<file path="config.mk">
export PLATFORM = sky130hd
export DESIGN_NAME = comb_pipe
export DESIGN_NICKNAME = d
export VERILOG_FILES = /design/src/rtl/comb_pipe.sv
export SDC_FILE = /design/constraint.sdc
export NUM_CORES = 1
export LEC_CHECK = 0
export BUFFER_PORTS_ARGS = -buffer_cell sky130_fd_sc_hd__buf_2
export CAP_MARGIN = 20
export CORE_AREA = 8 8 45 47
export DETAILED_ROUTE_END_ITERATION = 12
export DIE_AREA = 0 0 53 55
export PLACE_DENSITY = 0.62
export SETUP_SLACK_MARGIN = 0.15
export SYNTH_ARGS = -nofsm -noshare
export SYNTH_HDL_FRONTEND = slang
export SYNTH_SLANG_ARGS = --single-unit
</file>
<file path="constraint.sdc">
create_clock -name clk -period 2.3 [get_ports clk]
set_input_delay 0.46 -clock clk [delete_from_list [all_inputs] [get_ports clk]]
set_output_delay 0.46 -clock clk [all_outputs]
set_load 0.1 [all_outputs]
</file>
<file path="src/rtl/comb_pipe.sv">
// Elastic valid/ready pipeline carrying pass-through, compare-select, 3-bit lookup and modular-sum results.
// Optional occupancy counter port `occ` is enabled by defining COMB_PIPE_OCC_EN.
module comb_pipe #(
   parameter int size  = 1,
   parameter int depth = 2
) (
   input  logic            clk,
   input  logic            reset,
   input  logic            in_valid,
   output logic            in_ready,
   input  logic [size-1:0] src1,
   input  logic [size-1:0] src2,
   input  logic [size-1:0] src3,
   output logic            out_valid,
   input  logic            out_ready,
   output logic [size-1:0] out1,
   output logic [size-1:0] out2,
   output logic [size-1:0] out3,
   output logic [size-1:0] out4
`ifdef COMB_PIPE_OCC_EN
   ,output logic [3:0]     occ
`endif
);

   localparam int W = 4 * size;

   logic [size-1:0] f1, f2, f3, f4;
   logic            ready [depth+1];

   always_comb begin
      f1 = src1;
      f2 = (src1 < src2) ? src1 : src3;
      f4 = src1 + src2;
   end

   // 7 - {src1[0], src2[0], src3[0]} is simply the bitwise inverse of those three bits.
   for (genvar gi = 0; gi < size; gi++) begin : g_lut
      if (gi == 0) begin : g_b0
         assign f3[gi] = ~src3[0];
      end else if (gi == 1) begin : g_b1
         assign f3[gi] = ~src2[0];
      end else if (gi == 2) begin : g_b2
         assign f3[gi] = ~src1[0];
      end else begin : g_bz
         assign f3[gi] = 1'b0;
      end
   end

   assign ready[depth] = out_ready;

   for (genvar gi = 0; gi < depth; gi++) begin : g_stage
      logic          stage_valid;
      logic [W-1:0]  stage_data;
      logic          up_valid;
      logic [W-1:0]  up_data;

      if (gi == 0) begin : g_head
         assign up_valid = in_valid;
         assign up_data  = {f1, f2, f3, f4};
      end else begin : g_body
         assign up_valid = g_stage[gi-1].stage_valid;
         assign up_data  = g_stage[gi-1].stage_data;
      end

      // A stage may load when empty or when its occupant moves on this cycle.
      assign ready[gi] = !stage_valid | ready[gi+1];

      always_ff @(posedge clk or posedge reset) begin
         if (reset) begin
            stage_valid <= 1'b0;
            stage_data  <= '0;
         end else if (ready[gi]) begin
            stage_valid <= up_valid;
            stage_data  <= up_data;
         end
      end
   end

   assign in_ready  = ready[0];
   assign out_valid = g_stage[depth-1].stage_valid;
   assign out1      = g_stage[depth-1].stage_data[4*size-1 -: size];
   assign out2      = g_stage[depth-1].stage_data[3*size-1 -: size];
   assign out3      = g_stage[depth-1].stage_data[2*size-1 -: size];
   assign out4      = g_stage[depth-1].stage_data[size-1 -: size];

`ifdef COMB_PIPE_OCC_EN
   logic accept, drain;

   assign accept = in_valid & ready[0];
   assign drain  = out_valid & out_ready;

   always_ff @(posedge clk or posedge reset) begin
      if (reset) begin
         occ <= 4'd0;
      end else begin
         case ({accept, drain})
            2'b10:   occ <= occ + 4'd1;
            2'b01:   occ <= occ - 4'd1;
            default: occ <= occ;
         endcase
      end
   end
`endif

endmodule

</file>
Word level (Yosys, flattened, before mapping) --
Index checks and enable logic that the tools add are counted.
Operators by class: add/subtract/negate cells 1, magnitude comparators 1, muxes and demuxes 1, bitwise logic cells 3, reductions and logical operators 2
Operators with widths (number):
- logical NOT 1 bit | 2
- OR 1 bit | 2
- adder 1 bit | 1
- less-than comparator 1 bit | 1
- 2-to-1 mux 1 bit | 1
- NOT 1 bit | 1
Storage, ports and cells: register bits after elaboration 10, input bits 7, output and inout port bits 6, word-level logic and storage cells 12

Logic depth before layout (Yosys ltp) --
depth after elaboration 3, depth in mapped cells 4, mapped depth without buffers 4

Least setup slack after synthesis --
OpenSTA, ideal clock, no wires.
path kind flip-flop to flip-flop, from reg g_stage[1].stage_valid (netlist: out_valid), to reg g_stage[0].stage_data[2], setup time 0.125 ns, arrival 1.889 ns, data required time 2.175 ns, slack 0.286 ns, stages on the path, launching flop included 3, buffers on the path 0, clock period less this slack 2.014 ns, cells stage by stage dfrtp_1 -> nand3b_4 -> mux2_2
Between the ends: cells in the longest elaborated chain, start to end 3
RTL lines:
- start: declaration | RTL line 52 | logic stage_valid;
- start signal: assignment | RTL line 73 | stage_valid <= up_valid;
- logical NOT 1 bit | RTL line 66 | assign ready[gi] = !stage_valid | ready[gi+1];
- OR 1 bit (2 in a row) | RTL line 66
- via in_ready | RTL line 10 | output logic in_ready,
- end signal: assignment | RTL line 74 | stage_data <= up_data;
- end: declaration | RTL line 53 | logic [W-1:0] stage_data;
The timed path passes the listed nets, and every way through them passes these cells. A chain may end at the register's enable or synchronous reset.

Final worst setup path --
from reg g_stage[1].stage_valid (netlist: out_valid), to out in_ready
Between the ends: cells in the longest elaborated chain, start to end 3
RTL lines (RTL line):
- logical NOT 1 bit | 66
- OR 1 bit (2 in a row) | 66
- end: declaration | 10
No other way between the ends.

==> flow_metrics.env <==
export IMPL_tritoncts="yes"
export IMPL_numPortBuffers=12
export IMPL_dp_cells=56
export IMPL_routed_via_density=4.400
export IMPL_post_synthesis_mean_instance_area_um2=14.88
export IMPL_outcome="complete, no violations"
export IMPL_antenna_found_initial=0
export IMPL_netlist_cell_type_count=8
export IMPL_nFillCells=138
export IMPL_cts_resized=0
export IMPL_worst_skew_pair_late_latency_ps=260
export IMPL_first_global_vias=269
export IMPL_accumulated_negative_setup_slack_ps=0
export IMPL_post_cts_repair_setup_buffers=0
export IMPL_tritoncts_num_buffers=3
export IMPL_die_area_um2=2915
export IMPL_yosys_area_top_type="dfrtp_1"
export IMPL_worst_ep_arrival_time_ps=1250
export IMPL_critical_path_buf_inv_count=1
export IMPL_netlist_area_leader_share=0.6006
export IMPL_initialDrtViolationCount=1
export IMPL_r2r_slack_ps=1190
export IMPL_finalWirelength_um=718
export IMPL_cap_violations=0
export IMPL_critical_path_s_largest_stage_delay_ps=440
export IMPL_worst_r2r_startpoint="out_valid"
export IMPL_async_reset_ff_frac=1.000
export IMPL_cts_htree_levels=1
export IMPL_worst_setup_path_startpoint="out_valid"
export IMPL_synthXorXnorAreaFrac=0
export IMPL_cts_root_buf="clkbuf_4"
export IMPL_final_antenna_violating_net_count=0
export IMPL_synth_cells=28
export IMPL_period_minus_slack_ps=1708
export IMPL_layout_area_overhead_pct=27.93
export IMPL_max_vdd_ir_drop_mv=0.2963
export IMPL_grt_overflow=0
export IMPL_cpMaxStageDelayCell="buf_2"
export IMPL_synth_enable_flop_cells=0
export IMPL_layout_worst_path_cycle_share=0.7424
export IMPL_worst_setup_path_endpoint="in_ready"
export IMPL_grt_first_pass_wirelength_mm=1.166
export IMPL_timing_reg2reg_worst_path_depth=2
export IMPL_drt_pass1_iter_count=2
export IMPL_ys_warnings_count=0
export IMPL_net_count_of_the_mapped_netlist=36
export IMPL_routabilityCongestion=0.6589
export IMPL_cell_chain_of_the_critical_path="nand3b_4, buf_2"
export IMPL_post_route_drc_count=0
export IMPL_synth_compound_area_frac=0
export IMPL_post_synth_main_area_contributors="dfrtp_1 60%, mux2_2 19%, mux2i_1 4.8%, nand3b_4 4.8%, inv_1 3.6%"
export IMPL_worst_setup_path_type="register to primary output"
export IMPL_ys_top_cells_by_count="10 x dfrtp_1, 7 x mux2_2, 4 x inv_1, 2 x mux2i_1, 2 x nand2b_1"
export IMPL_critical_path_reg2reg_endpoint="g_stage[1].stage_data[1]"
export IMPL_seq_area_frac_synth=0.6006
export IMPL_holdBufCountCts=0
export IMPL_post_synth_mux_area_share=0.2372
export IMPL_kind_of_launch_point_of_the_worst_setup_path="register"
export IMPL_yosysMostFrequentCell="dfrtp_1"
export IMPL_globalRouteTotalUtil=0.06067
export IMPL_cp_depth=2
export IMPL_synth_fa_ha_area_frac=0.03003
export IMPL_report_final_hold_viol_count=0
export IMPL_initial_core_util=0.3011
export IMPL_multi_input_area_um2=151.4
export IMPL_synth_main_ff_cell="dfrtp_1"
export IMPL_cp_top_delay_family="buffers and inverters"
export IMPL_pwr_density_cell_nw_per_um2=1020
export IMPL_die_w_um=53
export IMPL_num_vias=264
export IMPL_maxSlewViolCount=0
export IMPL_io_pins=13
export IMPL_final_cell_count_no_fill=60
export IMPL_placement_rows=14
export IMPL_finalSetupViolCount=0
export IMPL_ff_latch_area_um2=250.2
export IMPL_final_net_count=53
export IMPL_clock_skew_final_ps=1.535
export IMPL_hold_crit_path_type="primary input to asynchronous set/reset pin"
export IMPL_fin_worst_hold_slack_ps=157.0
export IMPL_worst_endpoint_required_ps=1840
export IMPL_core_um2=1384
export IMPL_power_static_leakage_nw=0.2765
export IMPL_relSlewSlack=0.6752
export IMPL_timing_fmax_mhz=585.6
export IMPL_largest_family_of_logic_cells_by_synthesized_area="multiplexers"
export IMPL_insertedDiodeCount=0
export IMPL_grt_setup_unrepaired="no"
export IMPL_grt_max_degree=11
export IMPL_cp_endpoint_kind="primary output"
export IMPL_max_clock_path_buffers=2
export IMPL_worst_slew_pin_transition_ps=490.6
export IMPL_flop_and_latch_count_out_of_synthesis=10
export IMPL_worst_setup_hold_path_clk_slew_ps=60
export IMPL_path_max_fanout=6
export IMPL_cts_sinks=10
export IMPL_final_layout_size_suffix_gt1_frac=0.5455
export IMPL_die_y_um=55
export IMPL_post_synth_and_or_nand_nor_area_fraction=0.09610
export IMPL_detail_route_wl_per_cell_um=11.97
export IMPL_netlist_area_um2=416.7
## metrics by stage
| step | instance area (um^2) | utilization | setup slack [ps] | total power, mW |
|---|---|---|---|---|
| finish | 533.0 | 0.3852 | 592.4 | 0.5438 |
| global route | 533.0 | 0.3852 | 512.6 | 0.5761 |
| CTS | 533.0 | 0.3852 | 568.0 | 0.5552 |
| detailed placement | 496.7 | 0.3590 | 691.2 | 0.3955 |
| global placement | 496.7 | 0.3590 | 695.9 | 0.3941 |
| floorplan | 416.7 | - | 285.7 | 0.3637 |
## registers in the layout, indices dropped and copies added, names as in the netlist
signal,cells
g_stage.stage_valid,1
out_valid,1
g_stage.stage_data,8
## layout by cell type (no fill, tap or decap), drive strengths merged
cell type,count
buf,12
inv,4
mux2,7
ha,1
dfrtp,10
mux2i,2
nand2b,2
nand3b,1
clkbuf,4
or2b,1
## logic make-up after synthesis
group / after synthesis
flops: 10
simple gates: 4
fa+ha+maj: 1
buf+inv: 4
mux: 9
## final cells by class
class / instances / share of cell area
Sequential cell: 10 / 0.4695
Multi-Input combinational cell: 14 / 0.2840
Inverter: 4 / 0.02817
Tap cell: 16 / 0.03756
Timing Repair Buffer: 12 / 0.1127
Clock buffer: 4 / 0.06808
## metal layers
layer | up-vias | part of all wire | global-route usage
met1 | 126 | 0.38 | 0.05460
met3 | 2 | 0.079 | 0.04278
met5 | - | 0 | 0
met2 | 8 | 0.53 | 0.09180
li1 | 128 | - | -
met4 | 0 | 0.011 | 0.05172
## worst min-delay path by stage
| stage | startpoint | to | slack, ps | cells after the start |
|---|---|---|---|---|
| 2_1_floorplan | reset | g_stage[0].stage_data[0] | 300 | 1 |
| 3_3_place_gp | reset | g_stage[1].stage_data[1] | 450 | 2 |
| 3_5_place_dp | reset | g_stage[1].stage_data[1] | 460 | 2 |
| 4_1_cts | reset | g_stage[0].stage_data[1] | 160 | 2 |
| 5_1_grt | reset | g_stage[0].stage_data[1] | 170 | 2 |
| 6_report | reset | g_stage[0].stage_data[1] | 160 | 2 |
## where the power goes
part	total [mW]	switching (mW)	leakage (nW)	internal (mW)
Combinational	0.178	0.140	0.141	0.0376
Sequential	0.211	0.0119	0.114	0.199
Clock	0.155	0.0586	0.0210	0.0961
No activity file was read; power rests on OpenSTA's default activity.
